## config.mk

```make
export PLATFORM = sky130hd
export DESIGN_NAME = vx_pe_credit_sched
export DESIGN_NICKNAME = d
export VERILOG_FILES = /design/src/rtl/vx_pe_credit_sched.sv
export SDC_FILE = /design/constraint.sdc
export NUM_CORES = 1
export LEC_CHECK = 0
export BUFFER_PORTS_ARGS = -buffer_cell sky130_fd_sc_hd__buf_4
export CORE_MARGIN = 4
export CORE_UTILIZATION = 50
export CTS_CLUSTER_DIAMETER = 80
export CTS_CLUSTER_SIZE = 8
export DETAILED_ROUTE_END_ITERATION = 8
export PLACE_DENSITY = 0.81
export REMOVE_ABC_BUFFERS = 1
export SETUP_SLACK_MARGIN = 0.3
export SLEW_MARGIN = 20
export SYNTH_ARGS = -nofsm -noshare
export SYNTH_HDL_FRONTEND = slang
export SYNTH_SLANG_ARGS = --single-unit
export TNS_END_PERCENT = 20
```

## constraint.sdc

```tcl
create_clock -name clk -period 3.5 [get_ports clk]
set_input_delay 0.7 -clock clk [delete_from_list [all_inputs] [get_ports clk]]
set_output_delay 0.7 -clock clk [all_outputs]
set_load 0.02 [all_outputs]
```

## src/rtl/vx_pe_credit_sched.sv

```systemverilog
// vx_pe_credit_sched: dispatch controller in front of the PE request switch.
// Gates the execute handshake on per-PE issue credits and keeps every warp on
// a single PE while it has ops in flight, so commits stay in order.
// Optional feature macro: PE_SCHED_PERF_EN (credit/order stall counters).
module vx_pe_credit_sched #(
  parameter int PE_COUNT    = 2,
  parameter int NUM_WARPS   = 4,
  parameter int PE_CREDITS  = 4,
  parameter int PE_SEL_BITS = $clog2(PE_COUNT),
  parameter int CNT_W       = $clog2(PE_CREDITS + 1),
  parameter int WCNT_W      = $clog2(PE_COUNT * PE_CREDITS + 1),
  parameter int NW_WIDTH    = (NUM_WARPS > 1) ? $clog2(NUM_WARPS) : 1,
  parameter int SEL_W       = (PE_SEL_BITS > 0) ? PE_SEL_BITS : 1
) (
  input  logic                         clk,
  input  logic                         reset,
  input  logic                         req_valid,
  input  logic [SEL_W-1:0]             req_pe,
  input  logic [NW_WIDTH-1:0]          req_wid,
  output logic                         req_ready,
  output logic                         disp_valid,
  output logic [SEL_W-1:0]             disp_sel,
  input  logic                         disp_ready,
  input  logic [PE_COUNT-1:0]          cmt_fire,
  input  logic [PE_COUNT*NW_WIDTH-1:0] cmt_wid,
  output logic [PE_COUNT*CNT_W-1:0]    pe_pending,
  output logic                         busy,
  output logic [31:0]                  perf_crd_stall,
  output logic [31:0]                  perf_ord_stall
);

  logic [CNT_W-1:0]  cnt_q  [PE_COUNT];
  logic [CNT_W-1:0]  cnt_d  [PE_COUNT];
  logic [WCNT_W-1:0] wcnt_q [NUM_WARPS];
  logic [WCNT_W-1:0] wcnt_d [NUM_WARPS];
  logic [SEL_W-1:0]  last_q [NUM_WARPS];
  logic [SEL_W-1:0]  last_d [NUM_WARPS];
  logic              seen_cmt_q, seen_cmt_d;

  logic              pe_in_range;
  logic              wid_in_range;
  logic [CNT_W-1:0]  sel_cnt;
  logic [WCNT_W-1:0] sel_wcnt;
  logic [SEL_W-1:0]  sel_last;
  logic              crd_ok, ord_ok, go, fire;

  logic [PE_COUNT-1:0] whit;
  logic                inc, dec;
  logic                underflow, multi_hit;

  // Look up the counters addressed by the current request
  always_comb begin
    pe_in_range  = 1'b0;
    wid_in_range = 1'b0;
    sel_cnt      = '0;
    sel_wcnt     = '0;
    sel_last     = '0;
    for (int unsigned p = 0; p < PE_COUNT; p++) begin
      if (req_pe == SEL_W'(p)) begin
        pe_in_range = 1'b1;
        sel_cnt     = cnt_q[p];
      end
    end
    for (int unsigned w = 0; w < NUM_WARPS; w++) begin
      if (req_wid == NW_WIDTH'(w)) begin
        wid_in_range = 1'b1;
        sel_wcnt     = wcnt_q[w];
        sel_last     = last_q[w];
      end
    end
  end

  // Zero-latency handshake; an out-of-range PE is treated as credit-blocked
  always_comb begin
    crd_ok     = pe_in_range && (sel_cnt < CNT_W'(PE_CREDITS));
    ord_ok     = (sel_wcnt == '0) || (sel_last == req_pe);
    go         = crd_ok && ord_ok && reset;
    disp_valid = req_valid && go;
    req_ready  = disp_ready && go;
    disp_sel   = req_pe;
    fire       = req_valid && req_ready;
  end

  // Next-state for credit and ordering counters; commits at zero saturate
  always_comb begin
    underflow  = 1'b0;
    multi_hit  = 1'b0;
    whit       = '0;
    inc        = 1'b0;
    dec        = 1'b0;
    seen_cmt_d = seen_cmt_q || (|cmt_fire);
    for (int unsigned p = 0; p < PE_COUNT; p++) begin
      inc = fire && (req_pe == SEL_W'(p));
      dec = cmt_fire[p] && (cnt_q[p] != '0);
      if (cmt_fire[p] && (cnt_q[p] == '0))
        underflow = 1'b1;
      cnt_d[p] = cnt_q[p] + CNT_W'(inc) - CNT_W'(dec);
    end
    for (int unsigned w = 0; w < NUM_WARPS; w++) begin
      for (int unsigned p = 0; p < PE_COUNT; p++)
        whit[p] = cmt_fire[p] && (cmt_wid[p*NW_WIDTH +: NW_WIDTH] == NW_WIDTH'(w));
      if ($countones(whit) > 1)
        multi_hit = 1'b1;
      if ((|whit) && (wcnt_q[w] == '0))
        underflow = 1'b1;
      inc       = fire && (req_wid == NW_WIDTH'(w));
      dec       = (|whit) && (wcnt_q[w] != '0);
      wcnt_d[w] = wcnt_q[w] + WCNT_W'(inc) - WCNT_W'(dec);
      last_d[w] = inc ? req_pe : last_q[w];
    end
  end

  // Tracking state register
  always_ff @(posedge clk or negedge reset) begin
    if (!reset) begin
      for (int unsigned p = 0; p < PE_COUNT; p++)
        cnt_q[p] <= '0;
      for (int unsigned w = 0; w < NUM_WARPS; w++) begin
        wcnt_q[w] <= '0;
        last_q[w] <= '0;
      end
      seen_cmt_q <= 1'b0;
    end else begin
      for (int unsigned p = 0; p < PE_COUNT; p++)
        cnt_q[p] <= cnt_d[p];
      for (int unsigned w = 0; w < NUM_WARPS; w++) begin
        wcnt_q[w] <= wcnt_d[w];
        last_q[w] <= last_d[w];
      end
      seen_cmt_q <= seen_cmt_d;
    end
  end

  // Status outputs
  always_comb begin
    busy       = 1'b0;
    pe_pending = '0;
    for (int unsigned p = 0; p < PE_COUNT; p++) begin
      pe_pending[p*CNT_W +: CNT_W] = cnt_q[p];
      if (cnt_q[p] != '0)
        busy = 1'b1;
    end
  end

`ifdef PE_SCHED_PERF_EN
  logic [31:0] crd_stall_q, crd_stall_d;
  logic [31:0] ord_stall_q, ord_stall_d;

  // Stall counters; order stalls only count when credits were available
  always_comb begin
    crd_stall_d = crd_stall_q;
    ord_stall_d = ord_stall_q;
    if (req_valid && !crd_ok)
      crd_stall_d = crd_stall_q + 32'd1;
    if (req_valid && crd_ok && !ord_ok)
      ord_stall_d = ord_stall_q + 32'd1;
  end

  // Stall counter registers
  always_ff @(posedge clk or negedge reset) begin
    if (!reset) begin
      crd_stall_q <= '0;
      ord_stall_q <= '0;
    end else begin
      crd_stall_q <= crd_stall_d;
      ord_stall_q <= ord_stall_d;
    end
  end

  assign perf_crd_stall = crd_stall_q;
  assign perf_ord_stall = ord_stall_q;
`else
  assign perf_crd_stall = '0;
  assign perf_ord_stall = '0;
`endif

  // Illegal traffic checks; the first commit after reset may be a stale one
  a_pe_range:  assert property (@(posedge clk) disable iff (!reset)
                                !(req_valid && !pe_in_range));
  a_wid_range: assert property (@(posedge clk) disable iff (!reset)
                                !(req_valid && !wid_in_range));
  a_multi_cmt: assert property (@(posedge clk) disable iff (!reset) !multi_hit);
  a_underflow: assert property (@(posedge clk) disable iff (!reset)
                                !(underflow && seen_cmt_q));

endmodule

```

# == Yosys cells after proc, flatten, opt, wreduce, memory -nomap -nowiden ==
# Cells that the tools add are included.
# op_classes
add_sub_neg,12
order_cmp,1
n_eq_ne,10
n_mux,11
n_bitwise,1
n_reduce_logical,40
# op_table
cell,n
logical AND 1 bit,25
adder 4 x 1 -> 4 bit,4
2-to-1 mux 4 bit,4
nonzero test 4 bit,4
subtractor 4 x 1 -> 4 bit,4
== test 2 bit (second input constant),6
OR reduction 2 bit,4
adder 3 x 1 -> 3 bit,2
== test 2 x 1 -> 1 bit (second input constant),3
zero test 2 bit,3
2-to-1 mux 1 bit,6
nonzero test 3 bit,2
subtractor 3 x 1 -> 3 bit,2
zero test 4 bit,1
less-than comparator 3 bit (second input constant),1
2-to-1 mux 3 bit,1
== test 1 bit,1
logical OR 1 bit,1
inverter 1 bit,1
# word_totals
reg_bits,26
input_bits,13
out_inout_bits,74
elab_cells,85

# == Longest topological paths before layout ==
# Gate-level depths: netlist of the first run.
# depth
word_depth,14
mapped_depth,13
mapped_depth_nobuf,12

# == Worst setup path after synthesis of the first run ==
# OpenSTA, ideal clock, no wires.
# synth_timing
path_type,input port to flip-flop
startpoint,in req_wid[1]
endpoint,reg cnt_q (netlist bit pe_pending[2])
setup_ns,0.130
t_arrival_ns,2.907
required_time_ns,3.370
path_slack_ns,0.463
path_stages,13
n_path_buf,1
path_cell_list,buf_6 > mux2i_1 > mux2i_1 > nand2b_1 > nor2_1 > or3b_1 > ha_1 > inv_1 > ha_1 > inv_1 > fa_1 > xnor2_1 > xnor2_1
# synth_lines
item,line_no,rtl
from (decl),19,"input logic [NW_WIDTH-1:0] req_wid,"
"to (signal, indexed assignment)",125,cnt_q[p] <= cnt_d[p];
to (decl),32,logic [CNT_W-1:0] cnt_q [PE_COUNT];

==> summary.txt, run 1 <==
WORST SETUP PATH
----------------------------------------------------------------------------------------------------
Source of the worst register-to-register timing path ..................................    last_q[0]
Worst reg2reg path depth ..............................................................           12
Critical path arrival .................................................................      3130 ps
Type of the setup path with the least slack ........................................... primary input to flop
Sum of buffers and inverters on the critical path .....................................            3
Kind of end point of the critical path ................................................         flop
End of the worst register-to-register path ............................................ pe_pending[2]
Dominant delay contributor by cell family on the critical path ........................  adder cells
Delay of the slowest cell on the worst path ...........................................       370 ps
Worst-path cell chain ................................................................. buf_4 -> mux2i_1 -> mux2i_1 -> nand2b_1 -> nor2_1 -> or3b_1 -> ha_1 -> inv_1 -> ha_1 -> inv_1 -> fa_1 -> xnor2_1 -> xnor2_1
CP max FO .............................................................................            7
Category of the worst setup path launch point ......................................... primary input
Master of the slowest instance on the critical path ...................................       or3b_1
Internal reg-to-reg setup slack .......................................................       800 ps
Req. time, crit path ..................................................................      3700 ps

DRT
----------------------------------------------------------------------------------------------------
Total wire length after detailed routing ..............................................      3560 um
Drt wl/cell ...........................................................................      11.2 um
Count of routing violations after the opening detailed-route iteration ................           95
Final routed DRC violation total ......................................................            0
Number of iterations in the first detailed-routing pass ...............................            5
Average via count per standard cell ...................................................         4.59
Via total after detailed routing ......................................................        1,456
Number of nets with antenna violations after detailed routing .........................            0

POWER
----------------------------------------------------------------------------------------------------
Switching fraction of total power .....................................................        0.427
Total net switching power .............................................................       700 uW
Combinational fraction of design power ................................................        0.541
VDD IR-drop max .......................................................................       276 uV
Clock network power share .............................................................        0.104
Sequential power share ................................................................        0.356
Internal ..............................................................................       940 uW
Power density over the cells ..........................................................   715 nW/um2
Leak pwr ..............................................................................   0.00128 uW

CLOCK TREE
----------------------------------------------------------------------------------------------------
H-tree level count ....................................................................            1
Root buffer cell ......................................................................     clkbuf_8
Setup bufs post-CTS ...................................................................            0
Post-cts resize count .................................................................            0
Clock latency on the worst-skew pair ..................................................       270 ps
Clk sink count ........................................................................           26
CTS tree ..............................................................................        built
Max Buffers Root-to-Sink ..............................................................            2
Total clock buffers created by CTS ....................................................            3
Quantity of hold-fixing buffers added after cts .......................................            0
Clock-pin slew reported for the worst setup and hold paths after clock tree synthesis .        90 ps

FINISH
----------------------------------------------------------------------------------------------------
Footprint of the multi-input gates ....................................................     1220 um2
Utilization after layout ..............................................................        0.519
Area delta synth->final ...............................................................      -0.326%
Flip-flop and latch area ..............................................................      651 um2
Fill count ............................................................................          381
Layout cell share with drive strength beyond 1 ........................................        0.121
Final design instance area without fill ...............................................     2290 um2
Most used cells in the layout excluding fill and tap cells ............................ conb_1, inv_1, dfrtp_1
Leading cell type in the layout, fill and taps excluded ...............................       conb_1
Number of diodes added for antenna fixing .............................................            0
Number of nets in the final layout ....................................................          310

TIMING
----------------------------------------------------------------------------------------------------
Post-layout worst setup margin ........................................................       563 ps
Total negative setup slack ............................................................         0 ps
Final hold violations .................................................................            0
Upper clock frequency limit ...........................................................      340 MHz
Post-route clock period utilization ...................................................        0.839
Unrepaired setup endpoints after global routing .......................................           no
Number of max-slew violations in the final report .....................................            0
Minimum period implied by the final worst setup slack .................................      2940 ps
Worst hold slack across all endpoints .................................................       434 ps
Count of endpoints failing setup in the final report ..................................            0
Post-route clock skew .................................................................      3.56 ps

SYNTHESIS
----------------------------------------------------------------------------------------------------
Number of library cell types mapped by synthesis ......................................           33
Post-synthesis mux area share .........................................................       0.0413
Main combinational cell family by area after synthesis ................................ buffers and inverters
Xor and xnor fraction of the mapped netlist area ......................................       0.0457
Adder-cell share of the synthesized area ..............................................        0.183
Yosys warning total ...................................................................            0
Post-Syn Area .........................................................................     2300 um2
Synthesis-stage register bit count ....................................................           26
Cells after Synth .....................................................................          245
Share of the synthesized area in compound gates (AO/OA/AOI/OAI) .......................       0.0550
Register area share after synthesis ...................................................        0.283
Mean area per synthesized cell ........................................................     9.39 um2
Post-synthesis simple-gate area fraction ..............................................       0.0996

PLACEMENT
----------------------------------------------------------------------------------------------------
Detailed placer's ending HPWL .........................................................      3020 um
Routability cong. .....................................................................        0.790
Post-placement setup slack ............................................................       269 ps
Post-detailed-placement cell area .....................................................     2250 um2
IO buf count ..........................................................................           22

GLOBAL ROUTE
----------------------------------------------------------------------------------------------------
Overall fraction of global-route tracks in use ........................................        0.129
Largest net degree at the start of global routing .....................................           28
Global-route wire length before repair ................................................      5790 um
Vias in the first global route ........................................................        1,353
Residual overflow from global routing .................................................            0
Antenna violations before repair ......................................................            0

FLOORPLANNING
----------------------------------------------------------------------------------------------------
Core Region ...........................................................................     4410 um2
Number of top-level pins ..............................................................           87
Die Footprint .........................................................................     5750 um2
Overall die width .....................................................................      75.8 um
Initial cell density of the core ......................................................        0.521
FP Rows ...............................................................................           24
Chip Height ...........................................................................      75.8 um

HOLD PATH
----------------------------------------------------------------------------------------------------
Worst Hold Class ...................................................................... primary input to async pin

RUN STATUS
----------------------------------------------------------------------------------------------------
Run status ............................................................................    completed

FLOW RUN
----------------------------------------------------------------------------------------------------
Max Cap Viol ..........................................................................            0

-- flip-flops by register name (all words and copies together) (netlist names) --
register,flops
last_q,4
wcnt_q,16
pe_pending,6
-- cell usage after synthesis --
cell type  count  share of area
nor3_1         2         0.0044
nand2b_1       1         0.0027
nand4_2        1         0.0054
ha_1          24           0.13
xnor2_1        8          0.030
xor2_1         4          0.015
nand2_1        7          0.011
mux2_2         2         0.0098
dfrtp_1       26           0.28
nand2b_4       1         0.0060
nand4_1        4          0.011
conb_1         1         0.0016
mux2_1         2         0.0098
mux2i_1        5          0.022
a31oi_1        3         0.0082
and2b_2        1         0.0038
fa_1           6          0.052
o211ai_1       1         0.0033
buf_2          1         0.0022
nor3b_1        3         0.0098
nand3_1        2         0.0044
nor2b_1        2         0.0054
a22oi_1        1         0.0033
nor2b_4        1         0.0060
a21o_1         4          0.013
and4_1         2         0.0076
or3b_1         1         0.0038
a21oi_1        9          0.020
buf_4         66           0.22
o2111ai_1      2         0.0076
inv_1         39          0.064
buf_6          2         0.0098
nor2_1        11          0.018
-- stage by stage --
step                std cells  power [uW]
floorplan                 239        1250
global placement          314        1440
detailed placement        314        1490
CTS                       317        1660
global route              317        1820
finish                    317        1640
-- logic make-up after synthesis --
logic type,Yosys count
other cells,1
mux,9
flops,26
simple gates,39
xor+xnor,12
buf+inv,108
fa+ha+maj,30
compound gates,20
-- how the worst max path moves through the flow --
stage | slack, ps | from | cells past startpoint | end
floorplan | 570 | req_wid[1] | 12 | pe_pending[2]
global placement | 360 | req_wid[1] | 13 | pe_pending[2]
detailed placement | 270 | req_wid[1] | 13 | pe_pending[2]
CTS | 560 | req_wid[1] | 13 | pe_pending[2]
global route | 360 | req_wid[1] | 13 | pe_pending[2]
finish | 560 | req_wid[1] | 13 | pe_pending[2]
-- per-layer routing --
metal  track usage  routed length (um)  vias up
met5             0                   0        -
met4        0.0427                  53        0
met3        0.0224                 336       10
met2         0.215                1740       68
met1         0.170                1440      683
li1              -                   -      695
-- area by class of cell --
| type | count | area share |
|---|---|---|
| well taps | 52 | 0.0284 |
| multi-input cells | 174 | 0.531 |
| clock buffers | 3 | 0.0180 |
| flip-flops and latches | 26 | 0.284 |
| repair buffers | 23 | 0.0753 |
| inverters | 39 | 0.0639 |
-- power by group through the flow --
stage	combinational, uW	sequential, uW	clock [uW]
3_3_place_gp	851	585	0
3_5_place_dp	896	591	0
5_1_grt	1020	609	186
4_1_cts	904	586	173
2_1_floorplan	639	607	0
6_report	887	583	170
Note: power is estimated with default switching activity, not from simulation.
==> run 2, diff against run 1 <==
==> constraint.sdc (replaced) <==
create_clock -name clk -period 3 [get_ports clk]
set_input_delay 0.6 -clock clk [delete_from_list [all_inputs] [get_ports clk]]
set_output_delay 0.6 -clock clk [all_outputs]
set_load 0.02 [all_outputs]
==> run 2 against run 1 <==
Against the previous run:
- via count up 3.1%
- worst setup slack worse by 300 ps
- flip-flop and latch count unchanged
- critical endpoint unchanged
- highest routed layer unchanged
- core utilization up 3.4 points
- critical path depth unchanged
==> summary.txt, run 2 (same netlist as run 1, synthesis figures left out) <==
GLOBAL ROUTE
----------------------------------------------------------------------------------------------------
Global-route wire length before repair ................................................      6320 um   +9.2%
Antenna violations before repair ......................................................            0   unchanged
Residual overflow from global routing .................................................            0   unchanged
Vias in the first global route ........................................................        1,510   +12%
Overall fraction of global-route tracks in use ........................................        0.146   +0.0167
Largest net degree at the start of global routing .....................................           28   unchanged

PLACEMENT
----------------------------------------------------------------------------------------------------
Post-detailed-placement cell area .....................................................     2290 um2   +1.7%
Routability cong. .....................................................................        0.797   +0.99%
IO buf count ..........................................................................           22   unchanged
Detailed placer's ending HPWL .........................................................      3190 um   +5.7%

TIMING
----------------------------------------------------------------------------------------------------
Count of endpoints failing setup in the final report ..................................            0   unchanged
Final hold violations .................................................................            0   unchanged
Upper clock frequency limit ...........................................................      365 MHz
Minimum period implied by the final worst setup slack .................................      2740 ps
Worst hold slack across all endpoints .................................................       310 ps   -124 ps
Number of max-slew violations in the final report .....................................            0   unchanged
Unrepaired setup endpoints after global routing .......................................          yes
Post-route clock period utilization ...................................................        0.912
Total negative setup slack ............................................................         0 ps   unchanged
Post-route clock skew .................................................................      7.51 ps   +3.95 ps

FINISH
----------------------------------------------------------------------------------------------------
Number of diodes added for antenna fixing .............................................            0   unchanged
Most used cells in the layout excluding fill and tap cells ............................ conb_1, inv_1, buf_4
Largest register FFs ..................................................................           16   unchanged
Number of nets in the final layout ....................................................          318   +2.6%
Leading cell type in the layout, fill and taps excluded ...............................       conb_1
Biggest register ......................................................................       wcnt_q
Final design instance area without fill ...............................................     2440 um2   +6.6%
Fill count ............................................................................          388   +1.8%
Area delta synth->final ...............................................................        6.20%
Layout cell share with drive strength beyond 1 ........................................        0.197   +0.0763

CLOCK TREE
----------------------------------------------------------------------------------------------------
Root buffer cell ......................................................................     clkbuf_8
Quantity of hold-fixing buffers added after cts .......................................            0   unchanged
H-tree level count ....................................................................            1   unchanged
Clock latency on the worst-skew pair ..................................................       280 ps   about the same
Clk sink count ........................................................................           26   unchanged
CTS tree ..............................................................................        built
Clock-pin slew reported for the worst setup and hold paths after clock tree synthesis .       100 ps   about the same
Total clock buffers created by CTS ....................................................            3   unchanged
Max Buffers Root-to-Sink ..............................................................            2   unchanged

WORST SETUP PATH
----------------------------------------------------------------------------------------------------
Worst-path cell chain ................................................................. buf_6 -> mux2i_2 -> mux2i_1 -> nand2b_4 -> nor2_1 -> or3b_1 -> ha_1 -> inv_1 -> ha_1 -> inv_1 -> fa_2 -> xnor2_2 -> xnor2_1
Kind of end point of the critical path ................................................         flop
Worst reg2reg path depth ..............................................................           12   unchanged
Delay of the slowest cell on the worst path ...........................................       360 ps   about the same
Category of the worst setup path launch point ......................................... primary input
CP max FO .............................................................................            3   -4
Req. time, crit path ..................................................................      3180 ps   -520 ps
Type of the setup path with the least slack ........................................... primary input to flop
Master of the slowest instance on the critical path ...................................       or3b_1
Critical path arrival .................................................................      2910 ps   -220 ps

FLOORPLANNING
----------------------------------------------------------------------------------------------------
Number of top-level pins ..............................................................           87   unchanged
Die Footprint .........................................................................     5750 um2   unchanged
FP Rows ...............................................................................           24   unchanged
Overall die width .....................................................................      75.8 um   unchanged
Initial cell density of the core ......................................................        0.521   unchanged
Chip Height ...........................................................................      75.8 um   unchanged
Core Region ...........................................................................     4410 um2   unchanged

DRT
----------------------------------------------------------------------------------------------------
Number of nets with antenna violations after detailed routing .........................            0   unchanged
Drt wl/cell ...........................................................................      12.6 um   +12%
Average via count per standard cell ...................................................         4.60   +0.24%
Detailed-routed wire length on met2 ...................................................      2110 um   +21%
Total wire length after detailed routing ..............................................      4100 um   +15%
Met3 WL post-DR .......................................................................       352 um   +4.8%
Count of routing violations after the opening detailed-route iteration ................          114   +20%
Number of iterations in the first detailed-routing pass ...............................            4   -1
Via total after detailed routing ......................................................        1,501   +3.1%
Top sig layer .........................................................................         met4
Final routed DRC violation total ......................................................            0   unchanged
DRT met1 WL ...........................................................................      1500 um   +4.1%

POWER
----------------------------------------------------------------------------------------------------
Power density over the cells ..........................................................   848 nW/um2   +19%
VDD IR-drop max .......................................................................       324 uV   +17%
Leak pwr ..............................................................................   0.00133 uW   +4.5%

RUN STATUS
----------------------------------------------------------------------------------------------------
Run status ............................................................................    completed

HOLD PATH
----------------------------------------------------------------------------------------------------
Worst Hold Class ...................................................................... primary input to async pin

FLOW RUN
----------------------------------------------------------------------------------------------------
Max Cap Viol ..........................................................................            0   unchanged

-- run 2: cell type report --
type / instances / area [um2] / area share
sequential: 26 / 651 / 0.266
inverter: 39 / 146 / 0.0599
clock buffer: 4 / 55.1 / 0.0225
timing repair buffer: 31 / 236 / 0.0968
multi-input combinational: 174 / 1290 / 0.528
tap: 52 / 65.1 / 0.0266
-- run 2: metal layers --
| metal | GRT usage | up-vias |
|---|---|---|
| li1 | - | 706 |
| met1 | 0.156 | 708 |
| met2 | 0.267 | 72 |
| met3 | 0.0317 | 15 |
| met4 | 0.0738 | 0 |
| met5 | 0 | - |
-- run 2: timing repair --
item                       in CTS  in global routing
setup buffers                   3                  0
pin swaps                       0                  4
resized for setup               3                 12
gates cloned                    0                  0
setup endpoints to repair       1                 13
-- run 2: critical path, delay by kind of cell --
family                   cells  cell delay (ps)
buffers and inverters        3              200
AND/OR/NAND/NOR              3              580
XOR/XNOR                     2              280
multiplexers                 2              490
adder cells (fa/ha/maj)      3              760
-- run 2: worst paths after layout --
kind	from	to	slack, ps
min	reset	pe_pending[4]	310
max	req_wid[1]	pe_pending[2]	260
min in group clk	last_q[3]	last_q[3]	520
min reg2reg	last_q[3]	last_q[3]	520
max in group asynchronous	reset	wcnt_q[7]	2420
max reg2reg	last_q[2]	pe_pending[2]	280
-- run 2: power by group --
group	internal [uW]	leakage (uW)	switching [uW]	total, uW
Sequential	540	0.000311	148	688
Combinational	525	0.000994	620	1140
Clock	118	0.0000288	121	239
Total	1180	0.00133	889	2070
-- run 2: metrics by stage --
stage	setup WS [ps]	total power, uW	instances	util
2_1_floorplan	175	1450	239	-
3_3_place_gp	54.2	1700	319	0.518
3_5_place_dp	-80.1	1780	319	0.518
4_1_cts	292	2050	326	0.540
5_1_grt	163	2300	326	0.553
6_report	264	2070	326	0.553
